`src/rtl/sales_pkg.sv`:
```
// rtl/sales_pkg.sv - shared order types and widths for the sales datapath
package sales_pkg;

    localparam int PRICE_W = 32;
    localparam int NUM_W   = 32;

    typedef struct packed {
        logic [PRICE_W-1:0] price;
        logic [NUM_W-1:0]   num;
    } order_t;

    localparam order_t IDLE_ORDER = '0;

endpackage

```
`src/rtl/order_fifo.sv`:
```
// rtl/order_fifo.sv - synchronous FIFO of order_t with separately tracked occupancy
module order_fifo
    import sales_pkg::*;
#(
    parameter int DEPTH = 4
) (
    input  logic                     clk,
    input  logic                     rst,
    input  logic                     push,
    input  logic                     pop,
    input  order_t                   wdata,
    output order_t                   rdata,
    output logic [$clog2(DEPTH):0]   level
);

    localparam int PW = $clog2(DEPTH);
    localparam int LW = PW + 1;
    localparam logic [LW-1:0] FULL = LW'(DEPTH);

    order_t          mem [DEPTH];
    logic [PW-1:0]   wr_ptr;
    logic [PW-1:0]   rd_ptr;
    logic            push_ok;
    logic            pop_ok;

    // Guards keep pointers and level consistent even if a caller misbehaves.
    assign push_ok = push && (level != FULL);
    assign pop_ok  = pop && (level != '0);
    assign rdata   = mem[rd_ptr];

    always_ff @(posedge clk) begin
        if (rst) begin
            wr_ptr <= '0;
            rd_ptr <= '0;
            level  <= '0;
        end else begin
            if (push_ok) begin
                mem[wr_ptr] <= wdata;
                wr_ptr      <= wr_ptr + 1'b1;
            end
            if (pop_ok) begin
                rd_ptr <= rd_ptr + 1'b1;
            end
            case ({push_ok, pop_ok})
                2'b10:   level <= level + 1'b1;
                2'b01:   level <= level - 1'b1;
                default: level <= level;
            endcase
        end
    end

endmodule

```
`src/rtl/order_feeder.sv`:
```
// rtl/order_feeder.sv - buffers orders and feeds one price/num beat per clock to sales
module order_feeder
    import sales_pkg::*;
#(
    parameter int DEPTH = 4
) (
    input  logic                     clk,
    input  logic                     rst,
    input  logic                     in_valid,
    output logic                     in_ready,
    input  logic [PRICE_W-1:0]       in_price,
    input  logic [NUM_W-1:0]         in_num,
    input  logic                     pause,
    output logic [PRICE_W-1:0]       price,
    output logic [NUM_W-1:0]         num,
    output logic [$clog2(DEPTH):0]   level,
    output logic [31:0]              drop_cnt
);

    localparam int LW = $clog2(DEPTH) + 1;
    localparam logic [LW-1:0] FULL = LW'(DEPTH);

    logic   accept;
    logic   push;
    logic   pop;
    order_t wdata;
    order_t rdata;

    assign in_ready = (level != FULL);
    assign accept   = in_valid && in_ready;
    assign push     = accept && (in_num != '0);
    // Pop looks only at pre-edge occupancy, so a fresh order never bypasses the FIFO.
    assign pop      = (level != '0) && !pause;
    assign wdata    = '{price: in_price, num: in_num};

    order_fifo #(.DEPTH(DEPTH)) u_fifo (
        .clk   (clk),
        .rst   (rst),
        .push  (push),
        .pop   (pop),
        .wdata (wdata),
        .rdata (rdata),
        .level (level)
    );

    always_ff @(posedge clk) begin
        if (rst) begin
            price    <= '0;
            num      <= '0;
            drop_cnt <= '0;
        end else begin
            if (pop) begin
                price <= rdata.price;
                num   <= rdata.num;
            end else begin
                price <= IDLE_ORDER.price;
                num   <= IDLE_ORDER.num;
            end
            if (accept && (in_num == '0)) begin
                drop_cnt <= drop_cnt + 32'd1;
            end
        end
    end

endmodule

```
`config.mk`:
```
export PLATFORM = sky130hd
export DESIGN_NAME = order_feeder
export DESIGN_NICKNAME = d
export VERILOG_FILES = /design/src/rtl/sales_pkg.sv /design/src/rtl/order_fifo.sv /design/src/rtl/order_feeder.sv
export SDC_FILE = /design/constraint.sdc
export NUM_CORES = 1
export LEC_CHECK = 0
export CAP_MARGIN = 20
export CELL_PAD_IN_SITES_DETAIL_PLACEMENT = 1
export CELL_PAD_IN_SITES_GLOBAL_PLACEMENT = 1
export CORE_ASPECT_RATIO = 1.1
export CORE_MARGIN = 1.5
export CORE_UTILIZATION = 48
export DETAILED_ROUTE_END_ITERATION = 8
export DONT_BUFFER_PORTS = 1
export GPL_ROUTABILITY_DRIVEN = 0
export PLACE_DENSITY = 0.85
export SLEW_MARGIN = 20
export SYNTH_ARGS = -nofsm -noshare
export SYNTH_HDL_FRONTEND = slang
export SYNTH_SLANG_ARGS = --single-unit
```
`constraint.sdc`:
```
create_clock -name clk -period 3.15 [get_ports clk]
set_input_delay 0.1575 -clock clk [delete_from_list [all_inputs] [get_ports clk]]
set_output_delay 0.1575 -clock clk [all_outputs]
set_load 0.03 [all_outputs]
```
==> results of run 1 <==
kinds of logic after synthesis:
family,count (synthesis),synth area share
DFF,359,0.7505
adders and majority gates,7,0.007320
buffers and inverters,41,0.01348
AOI/OAI and AO/OA,34,0.01464
muxes,67,0.1134
and+or+nand+nor,185,0.08726
xor gates and xnor gates,20,0.01348
cell usage after synthesis, types with 10 or more instances:
cell type | n | area, um2
dfxtp_1 | 103 | 2062
inv_1 | 10 | 37.54
edfxtp_1 | 256 | 7687
nand4_1 | 10 | 62.56
xnor2_1 | 17 | 148.9
a21oi_1 | 16 | 80.08
o21ai_0 | 12 | 60.06
nand3_1 | 11 | 55.05
clkbuf_1 | 18 | 67.56
or3_1 | 12 | 75.07
mux4_2 | 64 | 1441
nor4_1 | 14 | 87.58
nor2b_1 | 65 | 406.6
nor2_1 | 30 | 112.6
worst max-delay path: stages, from the launching register on:
cell      delay [ns]
dfxtp_1         0.56
or3b_2          0.50
nand2_1         0.11
o21bai_1        0.25
ha_1            0.29
inv_1           0.07
fa_1            0.37
xor2_1          0.16
or3_1           0.30
a21oi_1         0.13
layout make-up:
| cell class | count | area share |
|---|---|---|
| clock buffer | 52 | 0.06780 |
| clock inverter | 13 | 0.006910 |
| inverter | 10 | 0.002439 |
| multi-input combinational | 313 | 0.2000 |
| sequential | 359 | 0.6339 |
| tap | 352 | 0.02862 |
| timing repair buffer | 88 | 0.06032 |
state kept, by name, indices dropped and copies added (netlist names):
register	flops
u_fifo.mem	256
drop_cnt	32
num	32
price	32
u_fifo.level	3
u_fifo.rd_ptr	2
u_fifo.wr_ptr	2
worst max-delay path by stage:
stage	startpoint	to	slack, ns
2_1_floorplan	u_fifo.level[2]	u_fifo.level[2]	0.24
3_3_place_gp	u_fifo.level[2]	u_fifo.level[2]	0.41
3_5_place_dp	u_fifo.level[2]	u_fifo.level[2]	0.37
4_1_cts	u_fifo.level[2]	u_fifo.level[2]	0.34
5_1_grt	u_fifo.level[2]	u_fifo.level[2]	0.20
6_report	u_fifo.level[2]	u_fifo.level[2]	0.34
power by group:
group,switching [mW],internal [mW],total [mW]
clock,1.73,2.40,4.13
combinational,0.620,0.870,1.49
sequential,0.580,5.42,6.00
per-layer routing:
layer	GRT usage	routed length, um	vias to the layer above
met2	0.3826	15410	231
met5	0	0	-
li1	-	-	2967
met1	0.2607	11240	3450
met4	0.06269	682	0
met3	0.04935	1700	46
stage by stage:
step | cell area [um2] | hold slack (ns)
after CTS | 15390 | 0.07956
after detailed placement | 13550 | 0.2283
after global placement | 13550 | 0.2256
final | 15390 | 0.09946
after global routing | 15390 | 0.1615
after floorplan | 13000 | 0.2564
==> impl_results.md, run 1 <==
* Final setup viols at 0
* Maximum VDD drop at approximately 500 uV
* Post-CTS sizing at 0
* Grt ovf at 0
* Gate Count Post-Synth at a little over 700
* Iter 0 DRT Violations at 369
* Worst setup margin at 0.3406 ns
* Wire per inst at roughly 24 um
* Crit. End Element: flop
* Required @ worst endpoint at 3.58 ns
* TritonCTS clock tree: built
* Clock transition at path regs at 0.06 ns
* Initial DRT Pass Iterations at 4
* Maxcap violations at 0
* Syn nets at between 700 and 800
* Sequential cell area at 0.009757 mm2
* #FFs+latches synth at 359
* Final std cells w/o fill at 1187
* Final Cycle Share at 0.8919
* Unique masters post-synth at 39
* Placed Cells at 1054
* R2r startpoint: u_fifo.level[2]
* CTS buffer count at 36
* Clock Latency Late Sink at 0.51 ns
* CTS Root Cell: clkbuf_16
* Row cnt at 62
* Layout cells sized above 1 at 0.1940
* Leakage at 4.875 nW
* Post-DP HPWL at 17.11 mm
* Hold buffer count at CTS at about 70
* Ant. Diodes at 0
* Fillcell total at between 2k and 2.5k
* Vias in the first global route at approximately 7.6k
* Hold depth at 4
* Pre-CTS setup slack at between 0.3 and 0.4 ns
* CP Max Fanout at 5
* Ys async rst share at 0
* Clk sink count at approximately 360
* Max-slew violations at 0
* Area of the multi-input gates at 0.003078 mm2
* Via count at 6694
* Initial antenna violation count at 0
* DIE HEIGHT at 175.5 um
* Chip width at between 150 and 200 um
* Layout net count at between 800 and 900
* Sequential share of the synthesized area at 0.7505
* CTS H-tree depth at 2
* Commonest non-fill, non-tap cell in the layout: edfxtp_1
* Vias/cell at between 5 and 6
* Clock skew at 0.01989 ns
* Antenna Nets Post-Route at 0
* Tot Pwr at 11.62 mW
* Number of I/O port buffers at 0
* EDFF count, synth at 256
* Status: finished, final reports clean
* Commonest cells after routing, fill and taps aside: edfxtp_1 (256), dfxtp_1 (101), dlygate4sd3_1 (67)
* Yosys warns at 0
* RR Endpoint: u_fifo.level[2]
* RSZ-0062 raised after global routing: no
* Largest net degree at the start of global routing at 66
* P&R area growth vs syn at 18.47%
* Initial cell density of the core at 0.4926
* Final Core Density at 0.5835
* Synthesized cell area at around 0.013 mm2
* Ports at roughly 170
* FMAX at 356.0 MHz
* Critical path data arrival time at 3.24 ns
* Die ar. at roughly 0.028 mm2
* Core Footprint at 0.02638 mm2
* Final TNS setup at 0 ns
* Syn_area_per_cell at roughly 18 um2
* Hold_sp: in_valid
* Pwr per Cell Area at roughly 760 mW/mm2
* Critical path class: flop to flop
* Worst Max-Slew Pin Slew at 1.042 ns
* Hold WC Path Type: primary input to flop
* Flop2flop setup slack at 0.34 ns
* Main flop type after synthesis: edfxtp_1
* Fin crit period at approximately 2.8 ns
* Headroom to the max-slew limit at 0.3056
* Routed WL at 29.04 mm
* Clk buf depth at 3
* Residual DRC at 0
* Hold path endpoint: drop_cnt[15]
* Post-CTS setup buffer count at 0
* Gr usage total at 0.2142
* Cells on worst reg2reg path at 9
* Hold Fails Final Rpt at 0
* Startpoint types: flop
* First-pass GRT wire length at about 46 mm
(Power assumes the default switching activity.)
==> inputs of run 2 (changes only) <==
--- a/config.mk
+++ b/config.mk
@@ -9,12 +9,12 @@
 export CELL_PAD_IN_SITES_DETAIL_PLACEMENT = 1
 export CELL_PAD_IN_SITES_GLOBAL_PLACEMENT = 1
 export CORE_ASPECT_RATIO = 1.1
-export CORE_MARGIN = 1.5
+export CORE_MARGIN = 2
 export CORE_UTILIZATION = 48
 export DETAILED_ROUTE_END_ITERATION = 8
 export DONT_BUFFER_PORTS = 1
 export GPL_ROUTABILITY_DRIVEN = 0
-export PLACE_DENSITY = 0.85
+export PLACE_DENSITY_LB_ADDON = 0.1
 export SLEW_MARGIN = 20
 export SYNTH_ARGS = -nofsm -noshare
 export SYNTH_HDL_FRONTEND = slang
==> run 2 against run 1 <==
  * Cell count grew 0.76%
  * Worst hold slack lost 0.0089 ns
  * Largest power group unchanged
  * Sequential share of layout area decreased by 0.59 points
  * First-iteration DRC count up 23%
  * Critical path type unchanged
  * Routed wire length down 3.6%
  * Fmax fell by 1.1%
  * Clock skew fell by 0.0015 ns
  * Critical path depth is the same
  * Clock power grew 6.1%
  * Utilization down 0.39 points
  * Design area rose by 0.93%
  * Clock-buffer cell count rose by 1
==> impl_results.md, run 2 (same netlist as run 1, synthesis figures left out) <==
* Number of I/O port buffers at 0 (unchanged)
* Grt ovf at 0 (unchanged)
* Die ar. at 0.02840 mm2 (was 0.02806 mm2)
* Part of the power in registers at 0.504 (was 0.516)
* Maximum VDD drop at 421.0 uV (was 502.4 uV)
* Iter 0 DRT Violations at 454 (was 369)
* Comb pwr share at 0.127 (was 0.128)
* Vias in the first global route at 7339 (was 7611)
* Row cnt at 63 (was 62)
* Final Cycle Share at 0.9022 (was 0.8919)
* DIE HEIGHT at 176.5 um (was 175.5 um)
* Clock transition at path regs at 0.06 ns (about the same)
* Via count at 6634 (was 6694)
* Worst Max-Slew Pin Slew at 1.085 ns (was 1.042 ns)
* Post-CTS setup buffer count at 0 (unchanged)
* Pint at 8.940 mW (was 8.691 mW)
* Initial cell density of the core at 0.4847 (was 0.4926)
* Hold WS at 0.09059 ns (was 0.09946 ns)
* Clk sink count at 359 (unchanged)
* Hold WC Path Type: primary input to flop (unchanged)
* CTS H-tree depth at 2 (unchanged)
* Crit. End Element: flop (unchanged)
* Headroom to the max-slew limit at 0.2763 (was 0.3056)
* P&R area growth vs syn at 19.58% (was 18.47%)
* Sw Ratio at 0.2467 (was 0.2523)
* Chip width at 160.9 um (was 159.9 um)
* Flop2flop setup slack at 0.31 ns (was 0.34 ns)
* Final Core Density at 0.5796 (was 0.5835)
* Clock Latency Late Sink at 0.52 ns (was 0.51 ns)
* CP Max Fanout at 5 (unchanged)
* P_sw at 2.928 mW (was 2.933 mW)
* Layout net count at 885 (was 883)
* RR Endpoint: u_fifo.level[2] (unchanged)
* Initial antenna violation count at 0 (unchanged)
* RSZ-0062 raised after global routing: no (unchanged)
* Hold Fails Final Rpt at 0 (unchanged)
* CTS buffer count at 37 (was 36)
* Startpoint types: flop (unchanged)
* Final TNS setup at 0 ns (unchanged)
* Worst setup margin at 0.3080 ns (was 0.3406 ns)
* Routed WL at 27.99 mm (was 29.04 mm)
* CTS Root Cell: clkbuf_16 (unchanged)
* Wire per inst at 23.40 um (was 24.46 um)
* Core Footprint at 0.02680 mm2 (was 0.02638 mm2)
* CP cell instances: or3b_2 -> nand2_1 -> o21bai_1 -> ha_1 -> inv_1 -> fa_1 -> xor2_1 -> or3_1 -> a21oi_1 (unchanged)
* Leakage at 4.937 nW (was 4.875 nW)
* Status: finished, final reports clean (unchanged)
* Critical path data arrival time at 3.28 ns (was 3.24 ns)
* Final setup viols at 0 (unchanged)
* Required @ worst endpoint at 3.59 ns (was 3.58 ns)
* Pre-CTS setup slack at 0.3214 ns (was 0.3746 ns)
* Antenna Nets Post-Route at 0 (unchanged)
* Worst setup endpoint: u_fifo.level[2] (unchanged)
* Clk buf depth at 3 (unchanged)
* Commonest cells after routing, fill and taps aside: edfxtp_1 (256), dfxtp_1 (101), dlygate4sd3_1 (67) (unchanged)
* First-pass GRT wire length at 43.09 mm (was 45.64 mm)
* Critical path class: flop to flop (unchanged)
* Reg with most FFs: u_fifo.mem (unchanged)
* Pwr per Cell Area at 764.0 mW/mm2 (was 755.3 mW/mm2)
* Crit path from: u_fifo.level[2] (unchanged)
* Critical Path Max Stage Delay at 0.56 ns (about the same)
* Fin crit period at 2.842 ns (was 2.809 ns)
* Ports at 168 (unchanged)
* Clock share of power at 0.369 (was 0.356)
* Clock skew at 0.01838 ns (was 0.01989 ns)
* Fillcell total at 2383 (was 2309)
* Layout cells sized above 1 at 0.1990 (was 0.1940)
* Post-DP HPWL at 16.65 mm (was 17.11 mm)
* Gr usage total at 0.1993 (was 0.2142)
* Ant. Diodes at 0 (unchanged)
* R2r startpoint: u_fifo.level[2] (unchanged)
* Maxcap violations at 0 (unchanged)
* FMAX at 351.9 MHz (was 356.0 MHz)
* Max reg flops at 256 (unchanged)
* Cells on worst reg2reg path at 9 (unchanged)
* Tot Pwr at 11.87 mW (was 11.62 mW)
* Vias/cell at 5.547 (was 5.639)
* Initial DRT Pass Iterations at 4 (unchanged)
* Residual DRC at 0 (unchanged)
* Commonest non-fill, non-tap cell in the layout: edfxtp_1 (unchanged)
* Largest net degree at the start of global routing at 66 (unchanged)
* TritonCTS clock tree: built (unchanged)
* Slowest CP cell: dfxtp_1 (unchanged)
* Max-slew violations at 0 (unchanged)
[run 2: power by group through the flow]
| stage | logic, mW | registers (mW) | clock network (mW) |
|---|---|---|---|
| floorplan | 1.20 | 5.89 | 0 |
| global placement | 1.40 | 6.07 | 0 |
| detailed placement | 1.43 | 6.09 | 0 |
| CTS | 1.55 | 5.99 | 4.50 |
| global route | 1.65 | 6.02 | 4.65 |
| finish | 1.51 | 5.98 | 4.38 |
[run 2: worst min-delay path by stage]
stage	from	to	cells after the start
finish	in_valid	drop_cnt[15]	4
global route	in_valid	drop_cnt[15]	4
CTS	in_valid	drop_cnt[15]	4
detailed placement	rst	u_fifo.rd_ptr[1]	1
global placement	rst	u_fifo.rd_ptr[1]	1
floorplan	in_num[0]	u_fifo.mem[0][0]	0
[run 2: final cells by class]
type | instances | area (um2) | share of cell area
multi-input combinational | 313 | 3078 | 0.1981
clock buffer | 53 | 1079 | 0.06943
clock inverter | 15 | 163.9 | 0.01055
sequential | 359 | 9757 | 0.6281
inverter | 10 | 37.54 | 0.002416
tap | 357 | 446.7 | 0.02875
timing repair buffer | 89 | 973.4 | 0.06266
[run 2: critical path, delay by kind of cell (launching register included)]
| family | cells | cell delay (ns) |
|---|---|---|
| AO/OA/AOI/OAI | 2 | 0.38 |
| XOR/XNOR | 1 | 0.17 |
| adder cells (fa/ha/maj) | 2 | 0.65 |
| buffers and inverters | 1 | 0.07 |
| flip-flops | 1 | 0.56 |
| AND/OR/NAND/NOR | 3 | 0.95 |
[run 2: what timing repair did]
action | in CTS | in global routing
hold endpoints to repair | 295 | 0
hold buffers | 68 | 0
gates resized for setup | 0 | 0
[run 2: routing by layer]
| layer | wire [um] | up-vias | global-route usage |
|---|---|---|---|
| met5 | 0 | - | 0 |
| met4 | 752 | 0 | 0.06213 |
| met1 | 11570 | 3421 | 0.2573 |
| met2 | 14080 | 189 | 0.3373 |
| met3 | 1590 | 60 | 0.04745 |
| li1 | - | 2964 | - |
[run 2: stage by stage]
step	std cells	instance area, um2
finish	1196	15530
global route	1196	15530
CTS	1196	15530
detailed placement	1060	13600
global placement	1060	13600
floorplan	713	13000
